==> src/rtl/hs_rx_pkg.sv <==
// Shared types and helpers for the handshake receiver endpoint.
package hs_rx_pkg;

  typedef enum logic {
    IDLE = 1'b0,
    ACK  = 1'b1
  } hs_rx_state_e;

  localparam int XFER_COUNT_W = 16;

  // Pointer carries one extra wrap bit so full and empty can be told apart.
  function automatic int ptr_width(input int depth);
    return $clog2(depth) + 1;
  endfunction

endpackage

==> src/rtl/flipflop_synchronizer.sv <==
// Multi-stage flip-flop synchronizer for signals entering the local clock domain.
module flipflop_synchronizer #(
  parameter int WIDTH         = 1,
  parameter int NUM_OF_STAGES = 2
) (
  input  logic             clock,
  input  logic             reset,
  input  logic [WIDTH-1:0] async_data,
  output logic [WIDTH-1:0] sync_data
);

  logic [WIDTH-1:0] stage_q [NUM_OF_STAGES];

  always_ff @(posedge clock) begin
    if (reset) begin
      for (int i = 0; i < NUM_OF_STAGES; i++) stage_q[i] <= '0;
    end else begin
      stage_q[0] <= async_data;
      for (int i = 1; i < NUM_OF_STAGES; i++) stage_q[i] <= stage_q[i-1];
    end
  end

  assign sync_data = stage_q[NUM_OF_STAGES-1];

endmodule

==> src/rtl/handshake_receiver_endpoint.sv <==
// Destination side of a four-phase req/ack CDC handshake feeding a small FIFO.
// Optional transfer counter enabled with `define HS_RX_XFER_COUNT_EN.
module handshake_receiver_endpoint
  import hs_rx_pkg::*;
#(
  parameter int DATA_WIDTH      = 32,
  parameter int DEPTH           = 4,
  parameter int NUM_SYNC_STAGES = 2
) (
  input  logic                    clock,
  input  logic                    reset,
  input  logic                    req_i,
  input  logic [DATA_WIDTH-1:0]   data_i,
  output logic                    ack_o,
  output logic                    out_valid,
  output logic [DATA_WIDTH-1:0]   out_data,
  input  logic                    out_ready,
  output logic                    full,
  output logic [XFER_COUNT_W-1:0] xfer_count,
  output hs_rx_state_e            dbg_state
);

  localparam int PW = ptr_width(DEPTH);
  localparam int AW = PW - 1;

  logic sync_req;

  flipflop_synchronizer #(
    .WIDTH        (1),
    .NUM_OF_STAGES(NUM_SYNC_STAGES)
  ) u_req_sync (
    .clock     (clock),
    .reset     (reset),
    .async_data(req_i),
    .sync_data (sync_req)
  );

  // The sync chain is cleared by reset, so sync_req only reflects the real
  // req_i once the chain has refilled; arming waits for that before looking
  // for a low request, so a request held across reset is never captured.
  logic [NUM_SYNC_STAGES-1:0] settle_sr;
  logic                       armed;

  always_ff @(posedge clock) begin
    if (reset) begin
      settle_sr <= '0;
      armed     <= 1'b0;
    end else begin
      settle_sr <= {settle_sr[NUM_SYNC_STAGES-2:0], 1'b1};
      if (settle_sr[NUM_SYNC_STAGES-1] && !sync_req) armed <= 1'b1;
    end
  end

  hs_rx_state_e state_q, state_d;
  logic         ack_d;
  logic         push;

  always_comb begin
    state_d = state_q;
    ack_d   = 1'b0;
    push    = 1'b0;
    case (state_q)
      IDLE: begin
        if (armed && sync_req && !full) begin
          push    = 1'b1;
          ack_d   = 1'b1;
          state_d = ACK;
        end
      end
      ACK: begin
        if (sync_req) ack_d = 1'b1;
        else          state_d = IDLE;
      end
      default: state_d = IDLE;
    endcase
  end

  always_ff @(posedge clock) begin
    if (reset) begin
      state_q <= IDLE;
      ack_o   <= 1'b0;
    end else begin
      state_q <= state_d;
      ack_o   <= ack_d;
    end
  end

  assign dbg_state = state_q;

  // Downstream valid/ready: a word transfers on any edge where out_valid and
  // out_ready are both high; out_data is held stable while out_valid waits.
  logic [DATA_WIDTH-1:0] mem [DEPTH];
  logic [PW-1:0]         wr_ptr, rd_ptr, rd_ptr_nxt;
  logic                  pop;

  assign pop        = out_valid && out_ready;
  assign rd_ptr_nxt = rd_ptr + PW'(pop);
  assign full       = (wr_ptr[AW-1:0] == rd_ptr[AW-1:0]) && (wr_ptr[AW] != rd_ptr[AW]);

  always_ff @(posedge clock) begin
    if (push) mem[wr_ptr[AW-1:0]] <= data_i;
  end

  // The output register looks at pre-edge write state, so a fresh word shows
  // up one edge after its push while a pop takes effect on its own edge.
  always_ff @(posedge clock) begin
    if (reset) begin
      wr_ptr    <= '0;
      rd_ptr    <= '0;
      out_valid <= 1'b0;
      out_data  <= '0;
    end else begin
      if (push) wr_ptr <= wr_ptr + PW'(1);
      rd_ptr    <= rd_ptr_nxt;
      out_valid <= (wr_ptr != rd_ptr_nxt);
      out_data  <= mem[rd_ptr_nxt[AW-1:0]];
    end
  end

`ifdef HS_RX_XFER_COUNT_EN
  logic [XFER_COUNT_W-1:0] xfer_count_q;

  always_ff @(posedge clock) begin
    if (reset)     xfer_count_q <= '0;
    else if (push) xfer_count_q <= xfer_count_q + XFER_COUNT_W'(1);
  end

  assign xfer_count = xfer_count_q;
`else
  assign xfer_count = '0;
`endif

endmodule

==> config.mk <==
export PLATFORM = sky130hd
export DESIGN_NAME = handshake_receiver_endpoint
export DESIGN_NICKNAME = d
export VERILOG_FILES = /design/src/rtl/hs_rx_pkg.sv /design/src/rtl/flipflop_synchronizer.sv /design/src/rtl/handshake_receiver_endpoint.sv
export SDC_FILE = /design/constraint.sdc
export NUM_CORES = 1
export LEC_CHECK = 0
export ABC_AREA = 1
export CORE_MARGIN = 4
export CORE_UTILIZATION = 59
export DETAILED_ROUTE_END_ITERATION = 10
export PLACE_DENSITY = 0.88
export SYNTH_ARGS = -nofsm -noshare
export SYNTH_HDL_FRONTEND = slang
export SYNTH_HIERARCHICAL = 1
export SYNTH_SLANG_ARGS = --single-unit
==> constraint.sdc <==
create_clock -name clock -period 5.4 [get_ports clock]
set_clock_uncertainty 0.1 [all_clocks]
set_input_delay 1.08 -clock clock [delete_from_list [all_inputs] [get_ports clock]]
set_output_delay 1.08 -clock clock [all_outputs]
set_load 0.05 [all_outputs]
**Word level (Yosys, flattened, before mapping)**

Memory sizes are Yosys's and may differ from the RTL's. A register that Yosys moved wholly into a read port is not among the register bits.
Cells that the tools add are included.

- Bits in registers: 11
- Memory bits (writable): 130
- Input bits: 36
- Output and inout bits: 52
- Word-level logic and storage cells: 36
- Memories kept: 2

Memories:

| memory | depth | width | rd ports | clocked after Yosys merged registers in | wr ports | line | RTL |
|---|---|---|---|---|---|---|---|
| mem | 4 | 32 | 1 | 1 | 1 | handshake_receiver_endpoint.sv:92 | `logic [DATA_WIDTH-1:0] mem [DEPTH];` |
| u_req_sync.stage_q | 2 | 1 | 2 | 0 | 2 | flipflop_synchronizer.sv:12 | `logic [WIDTH-1:0] stage_q [NUM_OF_STAGES];` |

- $add $sub $neg: 2
- Equality and inequality tests: 3
- Multiplexer cells: 12
- Bitwise gates (word level): 3
- Reductions and logical operators: 7

Operator list:

| operator | number |
|---|---|
| $mux W1 | 11 |
| $logic_and A1 B1 Y1 | 5 |
| $add A3 B1 Y3 | 1 |
| $add A3 B1 Y3 const B | 1 |
| $ne A3 B3 Y1 | 1 |
| $eq A2 B2 Y1 | 1 |
| $logic_not A1 Y1 | 2 |
| $or A1 B1 Y1 | 2 |
| $pmux W1 S2 | 1 |
| $ne A1 B1 Y1 | 1 |
| $not A1 Y1 | 1 |

**Longest topological paths before layout**

- Word-level depth: 8
- Gate-level depth with buffers: 10
- Depth with buffers taken out: 8

**Hierarchy**

Netlist, hierarchy kept.

Modules (own cells, without submodules):

| module | times used | cells each | area an instance (um^2) | seq. area each (um^2) |
|---|---|---|---|---|
| handshake_receiver_endpoint | 1 | 579 | 6834.1 | 4704.5 |
| flipflop_synchronizer | 1 | 6 | 55.1 | 40.0 |

**Worst setup path before layout**

Ideal clock, no wire load.

- Kind: register -> register
- Start point: register state_q (netlist: dbg_state)
- End point: memory mem[0][0] (enable)
- Library setup time: 421 ps
- Arrival time: 2430 ps
- Data required time: 4879 ps
- Path slack: 2449 ps
- Stages on the path, launching flop included: 4
- Path buffers: 0
- Clock period less this slack: 2951 ps
- Cells stage by stage: dfxtp_1 > nor3_2 > nand2_1 > nor2_1

- Cells in the longest elaborated chain, start to end: 3

RTL lines:

| what | line | RTL |
|---|---|---|
| start, declared | handshake_receiver_endpoint.sv:54 | `hs_rx_state_e state_q, state_d;` |
| start signal, assigned | handshake_receiver_endpoint.sv:83 | `state_q <= state_d;` |
| $mux W1 | handshake_receiver_endpoint.sv:62 | `case (state_q)` |
| $mux W1 | handshake_receiver_endpoint.sv:101 | `if (push) mem[wr_ptr[AW-1:0]] <= data_i;` |
| $mux W1 (not written as such) | handshake_receiver_endpoint.sv:101 |  |
| end, declared | handshake_receiver_endpoint.sv:92 |  |

No other way between the ends.

**Final worst setup path**

- Start point: input port out_ready
- End point: register out_data[10], read port of mem

- Cells in the longest elaborated chain, start to end: 2

RTL lines:

| what | line | RTL |
|---|---|---|
| start, declared | handshake_receiver_endpoint.sv:17 | `input logic out_ready,` |
| $logic_and A1 B1 Y1 | handshake_receiver_endpoint.sv:96 | `assign pop = out_valid && out_ready;` |
| $add A3 B1 Y3 | handshake_receiver_endpoint.sv:97 | `assign rd_ptr_nxt = rd_ptr + PW'(pop);` |
| end, declared | handshake_receiver_endpoint.sv:16 | `output logic [DATA_WIDTH-1:0] out_data,` |

No other way between the ends.
A chain may end at the register's enable or synchronous reset.

==> impl_metrics.json <==
{
  "drive_above_1_share": 0.0563,
  "slew_viol_final": 0,
  "vdd_drop_max_v": 0.000207,
  "outcome": "completed",
  "crit_chain": "clkdlybuf4s50_1 > nand3_2 > buf_4 > nand2_2 > nand2_1 > nand3_1 > a21oi_1",
  "criticalPathCategory": "input port to flip-flop",
  "critical-path-top-delay-family": "simple AND/OR/NAND/NOR gates",
  "cp-end-kind": "flip-flop",
  "wl_per_cell_um": 17.2,
  "via_count": 4378,
  "detail_route.wirelength_um": 13800,
  "ys_warn_count": 6,
  "layout_min_cycle_time_ns": 3.65,
  "post-dp-hpwl_um": 7550,
  "die_w_um": 116,
  "syn_area_um2": 6890,
  "routed_via_density": 5.47,
  "dieArea_um2": 13500,
  "drc": 0,
  "ctsHoldBuffers": 0,
  "cts_resized": 0,
  "io_buffers": 71,
  "clk_path_buf_depth": 2,
  "numCtsBuffers": 17,
  "nFillCells": 738,
  "crit_path_top_delay_cell": "nand2_2",
  "seqCellArea_um2": 4740,
  "dieHeight_um": 116,
  "critPathRequiredTime_ns": 5.63,
  "multi_input_area_um2": 1600,
  "fmax_ghz": 0.274,
  "grt_usage": 0.214,
  "cts_tree": "yes",
  "grt_pass1_vias": 4366,
  "htree_levels": 4,
  "min_path_type": "flip-flop to flip-flop",
  "rsz0062_at_grt": "no",
  "wl_met3_um": 1050,
  "finalSetupViolCount": 0,
  "grt_antenna_before_repair": 0,
  "synth_seq_cells": 173,
  "ios": 88,
  "power.density_nw_per_um2": 345,
  "syn_inst": 585,
  "m1WireLength_um": 5310,
  "syn_avg_cell_area_um2": 11.8,
  "final_nets": 685,
  "crit_fanout": 65,
  "synth_cell_type_count": 21,
  "drtIter0Drc": 399,
  "core_um2": 11400,
  "grt_pass1_wl_um": 21500,
  "clk_pin_slew_ns": 0.06,
  "first_pass_iters": 5,
  "layout_setup_ws_ns": 1.75,
  "top_layer": "met4",
  "max_slew_margin": 0.149,
  "tightest_slew_ns": 1.28,
  "cts_setup_buffers": 0,
  "ctsRootBufferMaster": "clkbuf_16",
  "place_ws_ns": 1.50,
  "initial_utilization": 0.603,
  "dr_wl_met2_um": 7040,
  "cts.sinks": 173,
  "insertion_delay_ns": 0.41,
  "slowest_delay_ns": 0.88,
  "critical_path_buf_inv_count": 2,
  "start_kind": "input port",
  "area_delta_synth_final_pct": 17.5,
  "maxCapViolations": 0,
  "post-route-period-util": 0.676,
  "grt_max_degree": 66,
  "p_leak_nw": 3.14,
  "overflow": 0,
  "placementRows": 39,
  "timing.final.hold_violations": 0,
  "globalplace.congestion": 0.779,
  "cp.arrival_ns": 3.88,
  "detail-route-antenna-nets": 0,
  "finalSetupTns_ns": 0,
  "diodes": 0,
  "yosysSeqAreaShare": 0.689
}
-- layout by cell type, fill, tap and decap left out --
cell             netlist  routed
nand3_1               69      69
clkinv_1               0       6
nand2_2                3       3
xnor2_1                4       4
nand3_2                1       1
bufinv_16              0       1
a21oi_1               37      37
buf_2                 12       1
nor2_4                 0       4
clkdlybuf4s50_1        0      70
dfxtp_1               45      45
nand2_1               78      78
xor2_1                 2       2
clkinv_2               0       3
clkinvlp_4             0       1
clkbuf_16              0      17
nand3b_1              64      64
clkbuf_8               0       1
clkbuf_1               7       3
edfxtp_1             128     128
inv_1                 82      82
ha_1                   5       5
buf_4                 23       3
conb_1                 1      16
inv_2                  1       1
nor3_2                 1       1
nor2_1                15      11
-- per-stage QoR --
step	cell area, µm²	utilization	hold WS [ns]	total power, W	cells
after floorplan	6950	-	0.288	0.00166	600
after global placement	7570	0.663	0.292	0.00172	768
after detailed placement	7570	0.663	0.301	0.00173	768
after CTS	8090	0.709	0.310	0.00280	800
after global routing	8090	0.709	0.324	0.00288	800
final	8090	0.709	0.311	0.00279	800
-- per-layer routing --
layer  track usage  up-vias
li1              -     2048
met1         0.254     2076
met2         0.368      219
met3        0.0543       35
met4        0.0959        0
met5             0        -
-- registers in the layout, summed over array words and instances, names as in the netlist --
register and cells:
dbg_state 1, out_valid 1, settle_sr 2, rd_ptr 3, wr_ptr 3, armed 1, out_data 32, u_req_sync/stage_q 2
mem 128
-- power breakdown --
group          internal [W]  switching [W]
Sequential          0.00145     0.00000930
Clock              0.000634       0.000451
Combinational     0.0000769       0.000171
-- layout make-up --
| cell class | instances | area share |
|---|---|---|
| Timing Repair Buffer | 74 | 0.0900 |
| Multi-Input combinational cell | 295 | 0.198 |
| Clock buffer | 21 | 0.0557 |
| Sequential cell | 173 | 0.586 |
| Tap cell | 143 | 0.0221 |
| Clock inverter | 11 | 0.00928 |
| Inverter | 83 | 0.0385 |
-- synth_stat cells, drive strengths merged --
master	count	area, µm²
edfxtp	128	3840
inv	83	312
nand2	81	312
nand3	70	355
nand3b	64	480
dfxtp	45	901
buf	42	289
a21oi	37	185
nor2	15	56.3
clkbuf	7	26.3
ha	5	62.6
xnor2	4	35.0
xor2	2	17.5
conb	1	3.75
nor3	1	10.0
-- path summary, 6_finish.rpt --
kind | slack, ns | cells after the start | start | end
setup / recovery | 1.75 | 7 | out_ready | out_data[10]
setup reg to reg | 2.55 | 6 | out_valid | out_data[10]
hold reg to reg | 0.31 | 2 | u_req_sync/stage_q[0][0] | u_req_sync/stage_q[0][1]
hold / removal | 0.31 | 2 | u_req_sync/stage_q[0][0] | u_req_sync/stage_q[0][1]
-- cells by family after synthesis --
| kind of cell | Yosys count | synth area share |
|---|---|---|
| compound gates | 37 | 0.0269 |
| buf+inv | 132 | 0.0910 |
| fa+ha+maj | 5 | 0.00908 |
| xor+xnor | 6 | 0.00763 |
| simple gates | 231 | 0.176 |
| other cells | 1 | 0.000544 |
| flops | 173 | 0.689 |
-- worst register-to-register path, delay by kind of cell, from the launching register on --
family / cells / cell delay [ns]
AND/OR/NAND/NOR: 4 / 1.54
buffers and inverters: 1 / 0.57
flip-flops: 1 / 0.33
AO/OA/AOI/OAI: 1 / 0.23
(Power assumes the default switching activity.)
==> variant 1 (same flow settings) <==
The package constant `XFER_COUNT_W` goes from 16 to 18.
--- a/src/rtl/hs_rx_pkg.sv
+++ b/src/rtl/hs_rx_pkg.sv
@@ -6,7 +6,7 @@
     ACK  = 1'b1
   } hs_rx_state_e;
 
-  localparam int XFER_COUNT_W = 16;
+  localparam int XFER_COUNT_W = 18;
 
   // Pointer carries one extra wrap bit so full and empty can be told apart.
   function automatic int ptr_width(input int depth);
Ports: changed (resized xfer_count); port bits go from 88 to 90. The function was not compared with the original's and may differ.
==> variant 1 against the unedited design <==
Total power grew 6.4%. Via count is 1.0% higher. Sequential cell count unchanged. Global-route usage increased by 0.39 points. Non-clock buffer count is the same. Hold slack worse by 6.0 ps. Area after synthesis rose by 0.22%. Setup slack worse by 95 ps. First-iteration DRC count fell by 27%. Design area grew 1.1%. Final cell count is 0.25% higher. Register-to-register slack lost 100 ps. Die area grew 0.21%. Routed wire length up 4.9%.
==> variant 1: results (changes against the unedited design) <==
stage,metric,value,unit,change
status,outcome,finished clean,,
global_routing,first-pass GRT wire length,21.9,mm,+1.8%
setup_path,crit path launch,out_ready,,
synth,Yosys warnings,6,,unchanged
clock_tree,Skew-Pair Late Insertion Delay,420,ps,
min_path,Hold Path Origin,settle_sr[0],,
pwr,Sw Share,22.6,%,about the same
clock_tree,Root Buffer,clkbuf_16,,
setup_path,RR Endpoint,out_data[7],,
sta,slew margin rel.,13.7,%,-1.2 points
final_layout,fillers,728,,-1.4%
final_layout,Nets,687,,+0.29%
clock_tree,clock buffer count from CTS,17,,unchanged
placement,final HPWL from detailed placement,7.65,mm,+1.2%
pwr,P_seq,1460,uW,about the same
placement,placed cell areas,7570,um2,about the same
drt,DR iter-0 viols,292,,-27%
setup_path,"CP delay by family, top",buffers and inverters,,
placement,setup slack at placement,1360,ps,-141 ps
synth,Cell variety after synth,21,,unchanged
global_routing,antenna violations before repair,0,,unchanged
drt,Total Wirelength,14.5,mm,+4.9%
setup_path,r2r setup slk,2450,ps,-100 ps
synth,synthesized instance count,587,,+0.34%
global_routing,largest net degree at the start of global routing,66,,unchanged
pwr,Peak VDD IR,333,uV,+61%
drt,iteration count of the initial detailed-routing pass,7,,+2
clock_tree,setup bufs post-CTS,0,,unchanged
min_path,hold path depth,2,,unchanged
synth,Post-synth EDFFs,128,,unchanged
sta,minimum hold slack,305,ps,-6.00 ps
pwr,P_comb,253,uW,+2%
placement,IO Port Bufs,71,,unchanged
min_path,worst hold endpoint,settle_sr[1],,
setup_path,CP max stage delay,940,ps,+60 ps
setup_path,worst reg2reg startpoint,out_valid,,
final_layout,Largest register FFs,128,,unchanged
final_layout,number of diodes,0,,unchanged
global_routing,number of global-route vias before repair,4429,,+1.4%
final_layout,share of cells above drive strength 1,6.22,%,+0.59 points
global_routing,GRT Total Usage,21.8,%,+0.39 points
synth,"Seq/Total Area, Yosys",68.7,%,-0.15 points
setup_path,CP endpoint,out_data[7],,
pwr,Lkg Pwr,0.00317,uW,+1.1%
pwr,Pwr Total,2970,uW,+6.4%
clock_tree,htree depth,4,,unchanged
clock_tree,worst-case clock buffer depth,2,,unchanged
setup_path,peak fanout along the critical path,33,,-49%
clock_tree,Worst-path clk slew,60,ps,about the same
sta,Setup WS post-layout,1650,ps,-95.1 ps
synth,"FFs w/ async S/R, synth",0,%,unchanged
setup_path,Worst EP arrival,3980,ps,+100 ps
final_layout,"Cell Count, Final, Fillers Out",802,,+0.25%
placement,RD Place Congestion,0.746,,-4.3%
drt,DR vias/cell,5.51,,+0.75%
setup_path,CP max stage cell,inv_1,,
synth,"top cells by area, synth","edfxtp_1 (56%), dfxtp_1 (13%), nand3b_1 (7.0%)",,
synth,most common library cells after synthesis,"edfxtp_1 (128), inv_1 (82), nand2_1 (78), nand3_1 (69), nand3b_1 (64)",,
min_path,Hold WC Path Type,reg -> reg,,
placement,Placed Instances,770,,+0.26%
variant 1: cell families (layout without fill, tap and decap cells):
group                      count (synthesis)  after routing  synth area share (%)
xor gates and xnor gates                   6              6                 0.761
and+or+nand+nor                          231            231                  17.6
buffers and inverters                    134            189                  9.30
adders and majority gates                  5              5                 0.906
AOI/OAI and AO/OA                         37             37                  2.68
other                                      1             18                0.0543
DFF                                      173            173                  68.7
variant 1: cell type report:
| type | count | area (um2) | area share (%) |
|---|---|---|---|
| sequential | 173 | 4740 | 58.0 |
| multi-input combinational | 297 | 1610 | 19.7 |
| timing repair buffer | 74 | 728 | 8.90 |
| clock buffer | 21 | 440 | 5.38 |
| inverter | 83 | 312 | 3.81 |
| tap | 143 | 179 | 2.19 |
| clock inverter | 11 | 169 | 2.06 |
variant 1: metal layers:
metal  track usage [%]  up-vias  wire length [um]
met1              25.6     2136              5550
met3              6.11       27              1050
met5                 0        -                 0
met2              37.4      207              7590
li1                  -     2052                 -
met4              9.59        0               274
==> variant 2 (same flow settings) <==
Without the edit above. Take the reset off `out_data` and load it in a clocked block of its own.
--- a/src/rtl/handshake_receiver_endpoint.sv
+++ b/src/rtl/handshake_receiver_endpoint.sv
@@ -108,13 +108,15 @@
       wr_ptr    <= '0;
       rd_ptr    <= '0;
       out_valid <= 1'b0;
-      out_data  <= '0;
     end else begin
       if (push) wr_ptr <= wr_ptr + PW'(1);
       rd_ptr    <= rd_ptr_nxt;
       out_valid <= (wr_ptr != rd_ptr_nxt);
-      out_data  <= mem[rd_ptr_nxt[AW-1:0]];
     end
+  end
+
+  always_ff @(posedge clock) begin
+    out_data <= mem[rd_ptr_nxt[AW-1:0]];
   end
 
 `ifdef HS_RX_XFER_COUNT_EN
Check against the original RTL: differs if reset is asserted again (counterexample within 10 cycles, from zero or initial values and one cycle with reset high); with reset held inactive, the same outputs for 10 cycles.
==> variant 2 against the unedited design <==
Sequential cell count did not move. Critical path depth shrank 1. Total power fell by 1.8%. Routed wire length fell by 12%. Setup slack better by 270 ps. First-iteration DRC count shrank 45%. Design area shrank 8.6%. Global-route usage is 0.12 points lower. Area after synthesis decreased by 11%. Critical path type is now reg -> out.
==> variant 2: results (changes against the unedited design) <==
stage,metric,value,unit,change
global_routing,GRT Total Usage,21.2,%,-0.12 points
setup_path,"CP delay by family, top",buffers and inverters,,
clock_tree,setup bufs post-CTS,0,,unchanged
placement,RD Place Congestion,0.817,,+4.9%
final_layout,Nets,556,,-19%
drt,wire per inst,18.3,um,+6.4%
setup_path,crit path launch,wr_ptr[0],,
pwr,Peak VDD IR,253,uV,+22%
pwr,Lkg Pwr,0.00258,uW,-18%
min_path,Hold Path Origin,settle_sr[0],,
min_path,Hold WC Path Type,reg -> reg,,
global_routing,largest net degree at the start of global routing,67,,+1.5%
sta,Worst Tran Pin Value,1070,ps,-207 ps
placement,placed cell areas,6860,um2,-9.4%
setup_path,Worst EP arrival,2200,ps,-1680 ps
setup_path,r2r setup slk,2960,ps,+410 ps
global_routing,antenna violations before repair,0,,unchanged
clock_tree,worst-case clock buffer depth,2,,unchanged
drt,DR vias/cell,5.48,,+0.12%
pwr,Sw Share,22.8,%,+0.21 points
synth,"top cells by area, synth","edfxtp_1 (62%), dfxtp_1 (15%), nor2_1 (5.1%)",,
final_layout,Largest register FFs,128,,unchanged
clock_tree,Root Buffer,clkbuf_8,,
synth,most common library cells after synthesis,"edfxtp_1 (128), nor2_1 (83), dfxtp_1 (45), o21ai_0 (38), o22ai_1 (32)",,
setup_path,peak fanout along the critical path,5,,-92%
global_routing,number of global-route vias before repair,3670,,-16%
final_layout,number of diodes,0,,unchanged
final_layout,share of cells above drive strength 1,7.39,%,+1.8 points
synth,Cell variety after synth,24,,+14%
setup_path,CP max stage cell,clkdlybuf4s50_1,,
setup_path,CP max stage delay,800,ps,-80 ps
synth,"Seq/Total Area, Yosys",77.1,%,+8.2 points
synth,"FFs w/ async S/R, synth",0,%,unchanged
clock_tree,Skew-Pair Late Insertion Delay,520,ps,+110 ps
status,outcome,finished clean,,
global_routing,first-pass GRT wire length,18.6,mm,-13%
clock_tree,CTS resizes,0,,unchanged
drt,DR iter-0 viols,219,,-45%
clock_tree,clock buffer count from CTS,17,,unchanged
synth,Yosys warnings,6,,unchanged
drt,iteration count of the initial detailed-routing pass,5,,unchanged
final_layout,fillers,632,,-14%
placement,final HPWL from detailed placement,6.68,mm,-12%
-- variant 2: worst register-to-register path: stages (launching register included) --
cell     delay (ps)
dfxtp_1         390
nand3_2         120
inv_1            80
ha_1            250
inv_1           770
o21ai_0         350
o22ai_1         280
-- variant 2: path summary, 6_finish.rpt --
path / cells after the start / endpoint
worst max-delay path: 6 / full
worst min-delay path: 2 / settle_sr[1]
worst max register to register: 6 / out_data[24]
worst min register to register: 2 / settle_sr[1]
-- variant 2: final cells by class --
type / count / area, um2 / area share [%]
Inverter: 19 / 73.8 / 0.998
Tap cell: 136 / 170 / 2.30
Sequential cell: 173 / 4740 / 64.2
Timing Repair Buffer: 73 / 726 / 9.81
Clock inverter: 15 / 126 / 1.71
Multi-Input combinational cell: 231 / 1140 / 15.4
Clock buffer: 17 / 414 / 5.60
-- variant 2: power groups by stage --
stage          sequential [uW]  combinational [uW]  clock (uW)
6_report                  1450                 196        1090
5_1_grt                   1450                 208        1160
4_1_cts                   1450                 196        1100
3_5_place_dp              1480                 194           0
3_3_place_gp              1480                 187           0
2_1_floorplan             1530                83.8           0
-- variant 2: per-layer routing --
layer	GRT usage (%)	up-vias	share of wire (%)
met1	25.1	1762	38
met4	10.6	0	2.2
met5	0	-	0
met3	4.95	19	7.1
met2	36.6	164	53
li1	-	1693	-
-- variant 2: stage by stage --
step                      power, uW  setup WS, ps  utilization, %  hold WS, ps  std cells
final                          2740          2020            72.3          329        664
after global routing           2820          1860            72.3          343        664
after CTS                      2750          1990            72.3          316        664
after detailed placement       1680          1890            67.0          307        632
after global placement         1670          2040            67.0          289        632
after floorplan                1620          2700               -          288        460
-- variant 2: logic make-up (layout without fill, tap and decap cells) --
group	Yosys count	in the layout	share of synthesized area, %
flops	173	173	77.1
other cells	1	16	0.0609
fa+ha+maj	5	5	1.02
xor+xnor	4	4	0.569
buf+inv	56	124	5.69
simple gates	108	108	6.99
compound gates	98	98	8.62
